**config.mk**
```make
export PLATFORM = sky130hd
export DESIGN_NAME = sound_tone_player_flat
export DESIGN_NICKNAME = d
export VERILOG_FILES = /design/src/rtl/sound_tone_player_if.sv /design/src/rtl/sound_tone_player.sv /design/src/flat_wrapper.sv
export SDC_FILE = /design/constraint.sdc
export NUM_CORES = 1
export LEC_CHECK = 0
export BUFFER_PORTS_ARGS = -buffer_cell sky130_fd_sc_hd__buf_2
export CAP_MARGIN = 10
export CORE_MARGIN = 5
export CORE_UTILIZATION = 56
export CTS_CLUSTER_DIAMETER = 50
export DETAILED_ROUTE_END_ITERATION = 10
export GPL_TIMING_DRIVEN = 0
export HOLD_SLACK_MARGIN = 0.02
export PLACE_DENSITY = 0.76
export SYNTH_ARGS = -nofsm -noshare
export SYNTH_HDL_FRONTEND = slang
export SYNTH_SLANG_ARGS = --single-unit
```
**constraint.sdc**
```tcl
create_clock -name clk -period 2.8 [get_ports clk]
set_clock_uncertainty 0.2 [all_clocks]
set_input_delay 0.28 -clock clk [delete_from_list [all_inputs] [get_ports clk]]
set_output_delay 0.28 -clock clk [all_outputs]
set_load 0.01 [all_outputs]
```
**src/rtl/sound_tone_player_if.sv**
```systemverilog
// Bus between the sound generator FSM and the tone player: event pulses and
// enable in, speaker drive and status out.
interface sound_tone_player_if;
  logic       en_i;
  logic       move_i;
  logic       good_i;
  logic       bad_i;
  logic       speaker_o;
  logic       busy_o;
  logic [1:0] snd_id_o;

  modport master (
    output en_i, move_i, good_i, bad_i,
    input  speaker_o, busy_o, snd_id_o
  );

  modport slave (
    input  en_i, move_i, good_i, bad_i,
    output speaker_o, busy_o, snd_id_o
  );
endinterface

```
**src/rtl/sound_tone_player.sv**
```systemverilog
// Plays a fixed square-wave note sequence per sound event, with
// bad > good > move priority and preemption by strictly higher priority.
module sound_tone_player #(
  parameter int unsigned TICK_DIV = 100000,
  parameter int unsigned HP0      = 5000,
  parameter int unsigned HP1      = 4000,
  parameter int unsigned HP2      = 3000,
  parameter int unsigned HP3      = 2000,
  parameter int unsigned CNT_W    = 20
) (
  input  logic                clk,
  input  logic                rst_i,
  sound_tone_player_if.slave  bus
);

  typedef enum logic {IDLE, PLAY} state_t;

  localparam logic [CNT_W-1:0] CYC_LAST = CNT_W'(TICK_DIV - 1);
  localparam logic [CNT_W-1:0] HP0_LAST = CNT_W'(HP0 - 1);
  localparam logic [CNT_W-1:0] HP1_LAST = CNT_W'(HP1 - 1);
  localparam logic [CNT_W-1:0] HP2_LAST = CNT_W'(HP2 - 1);
  localparam logic [CNT_W-1:0] HP3_LAST = CNT_W'(HP3 - 1);

  state_t           state;
  logic [1:0]       snd_id;
  logic [1:0]       step;
  logic [2:0]       tick;
  logic [CNT_W-1:0] cyc_cnt;
  logic [CNT_W-1:0] hp_cnt;
  logic             speaker;

  logic [1:0]       trig_id;
  logic [1:0]       note;
  logic [2:0]       step_ticks;
  logic [2:0]       tick_last;
  logic             last_step;
  logic [CNT_W-1:0] hp_last;

  always_comb begin
    trig_id = 2'd0;
    if (bus.bad_i)
      trig_id = 2'd3;
    else if (bus.good_i)
      trig_id = 2'd2;
    else if (bus.move_i)
      trig_id = 2'd1;
  end

  // Sequence table: note and length in ticks for each (id, step)
  always_comb begin
    note       = 2'd0;
    step_ticks = 3'd1;
    last_step  = 1'b1;
    case ({snd_id, step})
      4'b01_00: begin note = 2'd3; step_ticks = 3'd1; last_step = 1'b1; end
      4'b10_00: begin note = 2'd1; step_ticks = 3'd2; last_step = 1'b0; end
      4'b10_01: begin note = 2'd2; step_ticks = 3'd2; last_step = 1'b0; end
      4'b10_10: begin note = 2'd3; step_ticks = 3'd2; last_step = 1'b1; end
      4'b11_00: begin note = 2'd2; step_ticks = 3'd4; last_step = 1'b0; end
      4'b11_01: begin note = 2'd0; step_ticks = 3'd6; last_step = 1'b1; end
      default:  begin note = 2'd0; step_ticks = 3'd1; last_step = 1'b1; end
    endcase
  end

  always_comb begin
    tick_last = step_ticks - 3'd1;
    case (note)
      2'd0:    hp_last = HP0_LAST;
      2'd1:    hp_last = HP1_LAST;
      2'd2:    hp_last = HP2_LAST;
      default: hp_last = HP3_LAST;
    endcase
  end

  // snd_id is 0 while idle, so "trig_id > snd_id" covers both start and preemption
  always_ff @(posedge clk) begin
    if (rst_i) begin
      state   <= IDLE;
      snd_id  <= 2'd0;
      step    <= 2'd0;
      tick    <= 3'd0;
      cyc_cnt <= '0;
      hp_cnt  <= '0;
      speaker <= 1'b0;
    end else if (bus.en_i && (trig_id > snd_id)) begin
      state   <= PLAY;
      snd_id  <= trig_id;
      step    <= 2'd0;
      tick    <= 3'd0;
      cyc_cnt <= '0;
      hp_cnt  <= '0;
      speaker <= 1'b0;
    end else if (state == PLAY) begin
      if (!bus.en_i) begin
        state   <= IDLE;
        snd_id  <= 2'd0;
        step    <= 2'd0;
        tick    <= 3'd0;
        cyc_cnt <= '0;
        hp_cnt  <= '0;
        speaker <= 1'b0;
      end else begin
        if (hp_cnt == hp_last) begin
          hp_cnt  <= '0;
          speaker <= ~speaker;
        end else begin
          hp_cnt <= hp_cnt + 1'b1;
        end

        if (cyc_cnt == CYC_LAST) begin
          cyc_cnt <= '0;
          if (tick == tick_last) begin
            // Step boundary: the next note always starts from a low speaker
            tick    <= 3'd0;
            hp_cnt  <= '0;
            speaker <= 1'b0;
            if (last_step) begin
              state  <= IDLE;
              snd_id <= 2'd0;
              step   <= 2'd0;
            end else begin
              step <= step + 2'd1;
            end
          end else begin
            tick <= tick + 3'd1;
          end
        end else begin
          cyc_cnt <= cyc_cnt + 1'b1;
        end
      end
    end
  end

  assign bus.speaker_o = speaker;
  assign bus.busy_o    = (state == PLAY);
  assign bus.snd_id_o  = snd_id;

endmodule

```
**src/flat_wrapper.sv**
```systemverilog
// flat-port wrapper written by rule: the top's interface ports become plain ports
module sound_tone_player_flat 
#(
  parameter int unsigned TICK_DIV = 100000,
  parameter int unsigned HP0      = 5000,
  parameter int unsigned HP1      = 4000,
  parameter int unsigned HP2      = 3000,
  parameter int unsigned HP3      = 2000,
  parameter int unsigned CNT_W    = 20
)
  (clk, rst_i, bus_en_i, bus_move_i, bus_good_i, bus_bad_i, bus_speaker_o, bus_busy_o, bus_snd_id_o);
  sound_tone_player_if bus_i ();
  input  logic clk;
  input  logic rst_i;
  input wire logic [$bits(bus_i.en_i)-1:0] bus_en_i;
  input wire logic [$bits(bus_i.move_i)-1:0] bus_move_i;
  input wire logic [$bits(bus_i.good_i)-1:0] bus_good_i;
  input wire logic [$bits(bus_i.bad_i)-1:0] bus_bad_i;
  output wire logic [$bits(bus_i.speaker_o)-1:0] bus_speaker_o;
  output wire logic [$bits(bus_i.busy_o)-1:0] bus_busy_o;
  output wire logic [$bits(bus_i.snd_id_o)-1:0] bus_snd_id_o;
  assign bus_i.en_i = bus_en_i;
  assign bus_i.move_i = bus_move_i;
  assign bus_i.good_i = bus_good_i;
  assign bus_i.bad_i = bus_bad_i;
  assign bus_speaker_o = bus_i.speaker_o;
  assign bus_busy_o = bus_i.busy_o;
  assign bus_snd_id_o = bus_i.snd_id_o;
  sound_tone_player #(.TICK_DIV(TICK_DIV), .HP0(HP0), .HP1(HP1), .HP2(HP2), .HP3(HP3), .CNT_W(CNT_W)) u_core (.clk(clk), .rst_i(rst_i), .bus(bus_i));
endmodule
```
; ---- Word level (Yosys, flattened, before mapping)
; Cells that the tools add are included.
[classes]
magnitude_cmp = 1
n_mux = 35
bitwise = 1
div_mod_pow = 0
multipliers = 0
eq_ne = 16
add_sub_neg = 5
n_shift = 0
reduce_logical = 11
[ops]
columns = operator, count
row1 = two-way mux 20 bit, 6
row2 = "adder 20 x 1 -> 20 bit, second input constant", 2
row3 = case mux 13 bit (3 select lines), 1
row4 = two-way mux 2 bit, 12
row5 = equality test 20 x 13 -> 1 bit, 1
row6 = "equality test 20 x 17 -> 1 bit, second input constant", 1
row7 = "equality test 4 bit, second input constant", 5
row8 = two-way mux 1 bit, 11
row9 = two-way mux 3 bit, 3
row10 = case mux 3 bit (3 select lines), 1
row11 = "inequality test 3 x 1 -> 1 bit, second input constant", 2
row12 = case mux 2 bit (3 select lines), 1
row13 = OR reduction 2 bit, 3
row14 = OR reduction 3 bit, 2
row15 = "equality test 4 x 3 -> 1 bit, second input constant", 1
row16 = "inequality test 2 x 1 -> 1 bit, second input constant", 2
row17 = AND reduction 4 bit, 1
row18 = "adder 3 x 1 -> 3 bit, second input constant", 1
row19 = equality test 3 bit, 1
row20 = "inequality test 3 x 2 -> 1 bit, second input constant", 1
row21 = AND reduction 3 bit, 1
row22 = "subtractor 3 x 1 -> 3 bit, second input constant", 1
row23 = "adder 2 x 1 -> 2 bit, second input constant", 1
row24 = "equality test 2 x 1 -> 1 bit, second input constant", 1
row25 = other kinds (7), 7
[totals]
latch_bits = 0
mem_count = 0
mem_bits_rw = 0
register_bits = 49
elab_cells = 76
rom_bits = 0
in_bits = 6
out_inout_bits = 4

; ---- Depth between registers and ports, before layout
[logic_depth]
ltp_word = 10
mapped_depth = 12
ltp_nobuf = 11

; ---- Least setup slack after synthesis
; No wires, ideal clock.
[synth_timing]
path_kind = reg-to-reg
start = register u_core.snd_id[1], in the netlist u_core.bus.snd_id_o[1]
end = register u_core.speaker, in the netlist u_core.bus.speaker_o
path_stages_with_launch = 10
setup_slack_ns = -0.372
period_less_slack_ns = 3.172
path_buffers = 1
required_time_ns = 2.526
setup_ns = 0.074
t_arrival_ns = 2.898
path_cell_list = dfxtp_1 > clkbuf_1 > nand2b_1 > o22a_1 > ha_1 > or3_1 > a2111oi_2 > nand4_2 > or4b_1 > a31oi_1
[synth_via]
elab_chain_cells = 10
elab_cells_between_ends = 25
cone_classes = add/sub (1) / order compare (1) / eq/ne (10) / mux (7) / reduce/logical (6)
[synth_lines]
columns = item, line_no
row1 = from (decl), sound_tone_player.sv:25  ; logic [1:0] snd_id;
row2 = from (signal assigned), sound_tone_player.sv:87  ; snd_id <= trig_id;
row3 = equality test 4 bit / equality test 4 x 3 -> 1 bit (equally long branches), sound_tone_player.sv:54  ; case ({snd_id, step})
row4 = OR reduction 2 bit (no line), n/a
row5 = case mux 2 bit (3 select lines), sound_tone_player.sv:54
row6 = "equality test 2 bit, or another cell as far along", sound_tone_player.sv:67  ; case (note)
row7 = case mux 13 bit (3 select lines), sound_tone_player.sv:67
row8 = equality test 20 x 13 -> 1 bit, sound_tone_player.sv:103  ; if (hp_cnt == hp_last) begin
row9 = two-way mux 1 bit, sound_tone_player.sv:103
row10 = two-way mux 1 bit, sound_tone_player.sv:112  ; if (tick == tick_last) begin
row11 = two-way mux 1 bit, sound_tone_player.sv:110  ; if (cyc_cnt == CYC_LAST) begin
row12 = two-way mux 1 bit, sound_tone_player.sv:94  ; if (!bus.en_i) begin
row13 = to (signal assigned), sound_tone_player.sv:105  ; speaker <= ~speaker;
row14 = to (decl), sound_tone_player.sv:30  ; logic speaker;
; Several ways; a longest one is shown, not always the timed one.
; A chain may end at the register's enable or synchronous reset.

; ---- Worst setup path in the final report
[layout_timing]
start = register u_core.step[1]
end = register u_core.hp_cnt[10]
[layout_via]
elab_chain_cells = 10
elab_cells_between_ends = 22
cone_classes = add/sub (1) / eq/ne (10) / mux (7) / reduce/logical (4)
[layout_lines]
columns = item, line_no
row1 = from (decl), sound_tone_player.sv:26  ; logic [1:0] step;
row2 = from (signal assigned), sound_tone_player.sv:122  ; step <= step + 2'd1;
row3 = equality test 4 bit / equality test 4 x 3 -> 1 bit (equally long branches), sound_tone_player.sv:54
row4 = OR reduction 2 bit (no line), n/a
row5 = case mux 2 bit (3 select lines), sound_tone_player.sv:54
row6 = "equality test 2 bit, or another cell as far along", sound_tone_player.sv:67
row7 = case mux 13 bit (3 select lines), sound_tone_player.sv:67
row8 = equality test 20 x 13 -> 1 bit, sound_tone_player.sv:103
row9 = two-way mux 20 bit, sound_tone_player.sv:103
row10 = two-way mux 20 bit, sound_tone_player.sv:112
row11 = two-way mux 20 bit (*), sound_tone_player.sv:110
row12 = two-way mux 20 bit (*), sound_tone_player.sv:94
row13 = to (signal assigned), sound_tone_player.sv:107  ; hp_cnt <= hp_cnt + 1'b1;
row14 = to (decl), sound_tone_player.sv:29  ; logic [CNT_W-1:0] hp_cnt;
; Mark *: on every way between the ends. The rest lies on a longest branch, timed or not.

==> flow_metrics.env <==
export IMPL_grt_setup_unrepaired="yes"
export IMPL_syn_area_per_cell_um2=7.93
export IMPL_cpPeakStageDelay_ns=0.38
export IMPL_setup_tns_ns=-3.50
export IMPL_status="complete, but fails checks"
export IMPL_final_common_cell="nand2_1"
export IMPL_synth_async_reset_ratio=0
export IMPL_synthesis_nets=370
export IMPL_hold_viol=0
export IMPL_ir_drop_uv=219
export IMPL_max_slew_worst_pin_slew_ns=0.706
export IMPL_endpoint_kind="register"
export IMPL_grt_ovfl_total=0
export IMPL_startpoint_type="register"
export IMPL_fin_crit_sh=1.07
export IMPL_num_rows=25
export IMPL_wl_per_cell_um=16.1
export IMPL_path_class="reg -> reg"
export IMPL_syn_instance_count=355
export IMPL_finalNetCount=399
export IMPL_multiInputGateArea_um2=1980
export IMPL_grt_max_degree=18
export IMPL_ys_warn_count=0
export IMPL_clock_sink_count=49
export IMPL_ctsHtreeMaxLevel=2
export IMPL_fmax_mhz=332
export IMPL_die_area_um2=6540
export IMPL_routed_via_count=2726
export IMPL_dp_final_hpwl_um=4650
export IMPL_ant_nets=0
export IMPL_slowest_stage="dfxtp_4"
export IMPL_synth_cell_types=54
export IMPL_start_util=0.588
export IMPL_wl_um=7270
export IMPL_io_buffers=8
export IMPL_fin_util=0.724
export IMPL_pin_count=10
export IMPL_timing_critical_path_mode_cell="buf_6"
export IMPL_die_h_um=80.9
export IMPL_clock_latency_ns=0.32
export IMPL_antenna_found_initial=0
export IMPL_avgViaCountPerCell=6.03
export IMPL_fill_cells=344
export IMPL_critPathTopFamily="compound AO/OA/AOI/OAI gates"
export IMPL_gp_congestion=0.843
export IMPL_ys_top_cells_by_area="dfxtp_1 35%, nand2_1 6.4%, nor2_1 5.3%, nand3_1 4.6%, ha_1 4.0%"
export IMPL_track_usage=0.221
export IMPL_final_seq_area_um2=992
export IMPL_crit_path_max_fanout=5
export IMPL_slew_viol_final=0
export IMPL_diodes=0
export IMPL_hp_class="in -> reg"
export IMPL_crit_buf_inv=4
export IMPL_max_slew_margin=0.527
export IMPL_cts_buffers_inserted=5
export IMPL_cp_cell_sequence="inv_4 -> ha_4 -> nand2_4 -> o22a_1 -> ha_4 -> or3_4 -> a2111oi_4 -> nand4_4 -> buf_6 -> buf_6 -> buf_6 -> nand3_4 -> o211ai_1"
export IMPL_power_leakage_uw=0.00107
export IMPL_synth_edf_count=0
export IMPL_layout_setup_ws_ns=-0.208
export IMPL_ys_seq_elements=49
export IMPL_clockBufferDepth=2
export IMPL_first_iter_violations=225
export IMPL_synth_seq_area_share=0.349
export IMPL_drive_above_1_share=0.210
export IMPL_grt_pass1_vias=2468
export IMPL_core_area_um2=4790
export IMPL_cap_violations=0
export IMPL_synth_top_cell_by_area="dfxtp_1"
export IMPL_violations="negative setup slack"
export IMPL_dieWidth_um=80.9
export IMPL_setup_viol=21
export IMPL_cts_tree="built"
export IMPL_drt_pass1_iterations=5
export IMPL_mostFrequentLayoutCells="46 x nand2_1, 44 x dfxtp_1, 38 x nor2_1"
export IMPL_grt_pass1_wl_um=11500
export IMPL_period_needed_ns=3.01
export IMPL_crit_required_ns=2.81
export IMPL_syn_to_final_growth_pct=23.2
export IMPL_root_buffer="clkbuf_8"
export IMPL_synth_top_flop_cell="dfxtp_1"
export IMPL_arrival_ns=3.01
export IMPL_power_density_nw_per_um2=405
export IMPL_clk_pin_slew_ns=0.10
export IMPL_syn_area_um2=2810
export IMPL_synth_top_area_share=0.349
export IMPL_post_route_drc_count=0
-- cells by family (layout without fill, tap and decap cells) --
family	count (synthesis)	after routing	share of synthesized area
simple gates	177	178	0.318
xor+xnor	23	23	0.0716
flops	49	49	0.349
fa+ha+maj	9	9	0.0400
mux	4	4	0.0147
buf+inv	25	54	0.0365
compound gates	68	68	0.170
-- sequential cells by signal (all words and copies together), names as in the netlist --
register	cells
u_core.bus.snd_id_o	2
u_core.tick	3
u_core.cyc_cnt	20
u_core.bus.speaker_o	1
u_core.bus.busy_o	1
u_core.hp_cnt	20
u_core.step	2
-- Yosys cell counts, drive strengths merged (2+ instances only) --
cell    number
nor2        40
a21oi       12
o21ai       12
o32ai        2
and3         6
nor3b        2
or4b         4
nand4b       2
nor4b        2
a41oi        7
o21a         3
nand4       12
nor3        10
a21boi       4
nand3       26
nand2       48
o22ai        2
nor2b        3
or3          3
inv         10
o211a        2
ha           9
clkbuf      12
dfxtp       49
and4         2
mux2i        3
nand3b       4
xnor2       12
and2         5
xor2        11
or4          2
nor4         2
nand2b       2
buf          3
o211ai      13
a31oi        2
o41ai        2
-- layer usage --
layer,wire [um],vias up,part of all wire,GRT usage
li1,-,1348,-,-
met1,3380,1285,0.47,0.297
met2,3410,81,0.47,0.348
met3,387,12,0.053,0.0455
met4,87,0,0.012,0.0845
met5,0,-,0,0
-- power by group --
part	total, uW	switching [uW]	leakage [uW]	internal (uW)
sequential	714	11.1	0.000398	703
clock	450	269	0.0000447	181
combinational	240	147	0.000630	93.3
total	1400	427	0.00107	977
-- per-stage QoR --
step | area [um2] | std cells | setup WS, ns | hold slack (ns) | total power [uW]
final | 3470 | 452 | -0.208 | 0.129 | 1400
after global routing | 3470 | 452 | -0.281 | 0.144 | 1460
after CTS | 3200 | 445 | -0.253 | 0.0966 | 1370
after detailed placement | 2980 | 430 | -0.589 | 0.277 | 920
after global placement | 2980 | 430 | -0.584 | 0.268 | 917
after floorplan | 2860 | 355 | -0.168 | 0.249 | 868
-- area by class of cell --
class	instances	share of cell area
repair buffers	21	0.0498
plain buffers	15	0.0278
multi-input cells	282	0.573
clock inverters	3	0.00722
well taps	67	0.0242
inverters	10	0.0123
flip-flops and latches	49	0.286
clock buffers	5	0.0199
-- path summary, 6_finish.rpt --
| path | startpoint | endpoint | slack, ns | cells after the start |
|---|---|---|---|---|
| max | u_core.step[1] | u_core.hp_cnt[10] | -0.21 | 13 |
| min | bus_bad_i | u_core.bus.snd_id_o[1] | 0.13 | 4 |
| max reg2reg | u_core.step[1] | u_core.hp_cnt[10] | -0.21 | 13 |
| min reg2reg | u_core.hp_cnt[14] | u_core.hp_cnt[14] | 0.30 | 1 |
-- what timing repair did --
action,CTS,global route
gates resized for setup,16,44
gates cloned,1,0
hold buffers,0,0
hold endpoints to repair,0,0
setup buffers,6,8
endpoints found under the setup margin,21,36
pin swaps,3,9
-- worst register-to-register path, cell delays in order, from the launching register on --
cell and delay, ns:
dfxtp_4 0.38, inv_4 0.07, ha_4 0.17, nand2_4 0.07, o22a_1 0.27, ha_4 0.24, or3_4 0.37, a2111oi_4 0.35
nand4_4 0.16, buf_6 0.18, buf_6 0.12, buf_6 0.11, nand3_4 0.11, o211ai_1 0.10
Power figures use the tool's default switching activity.
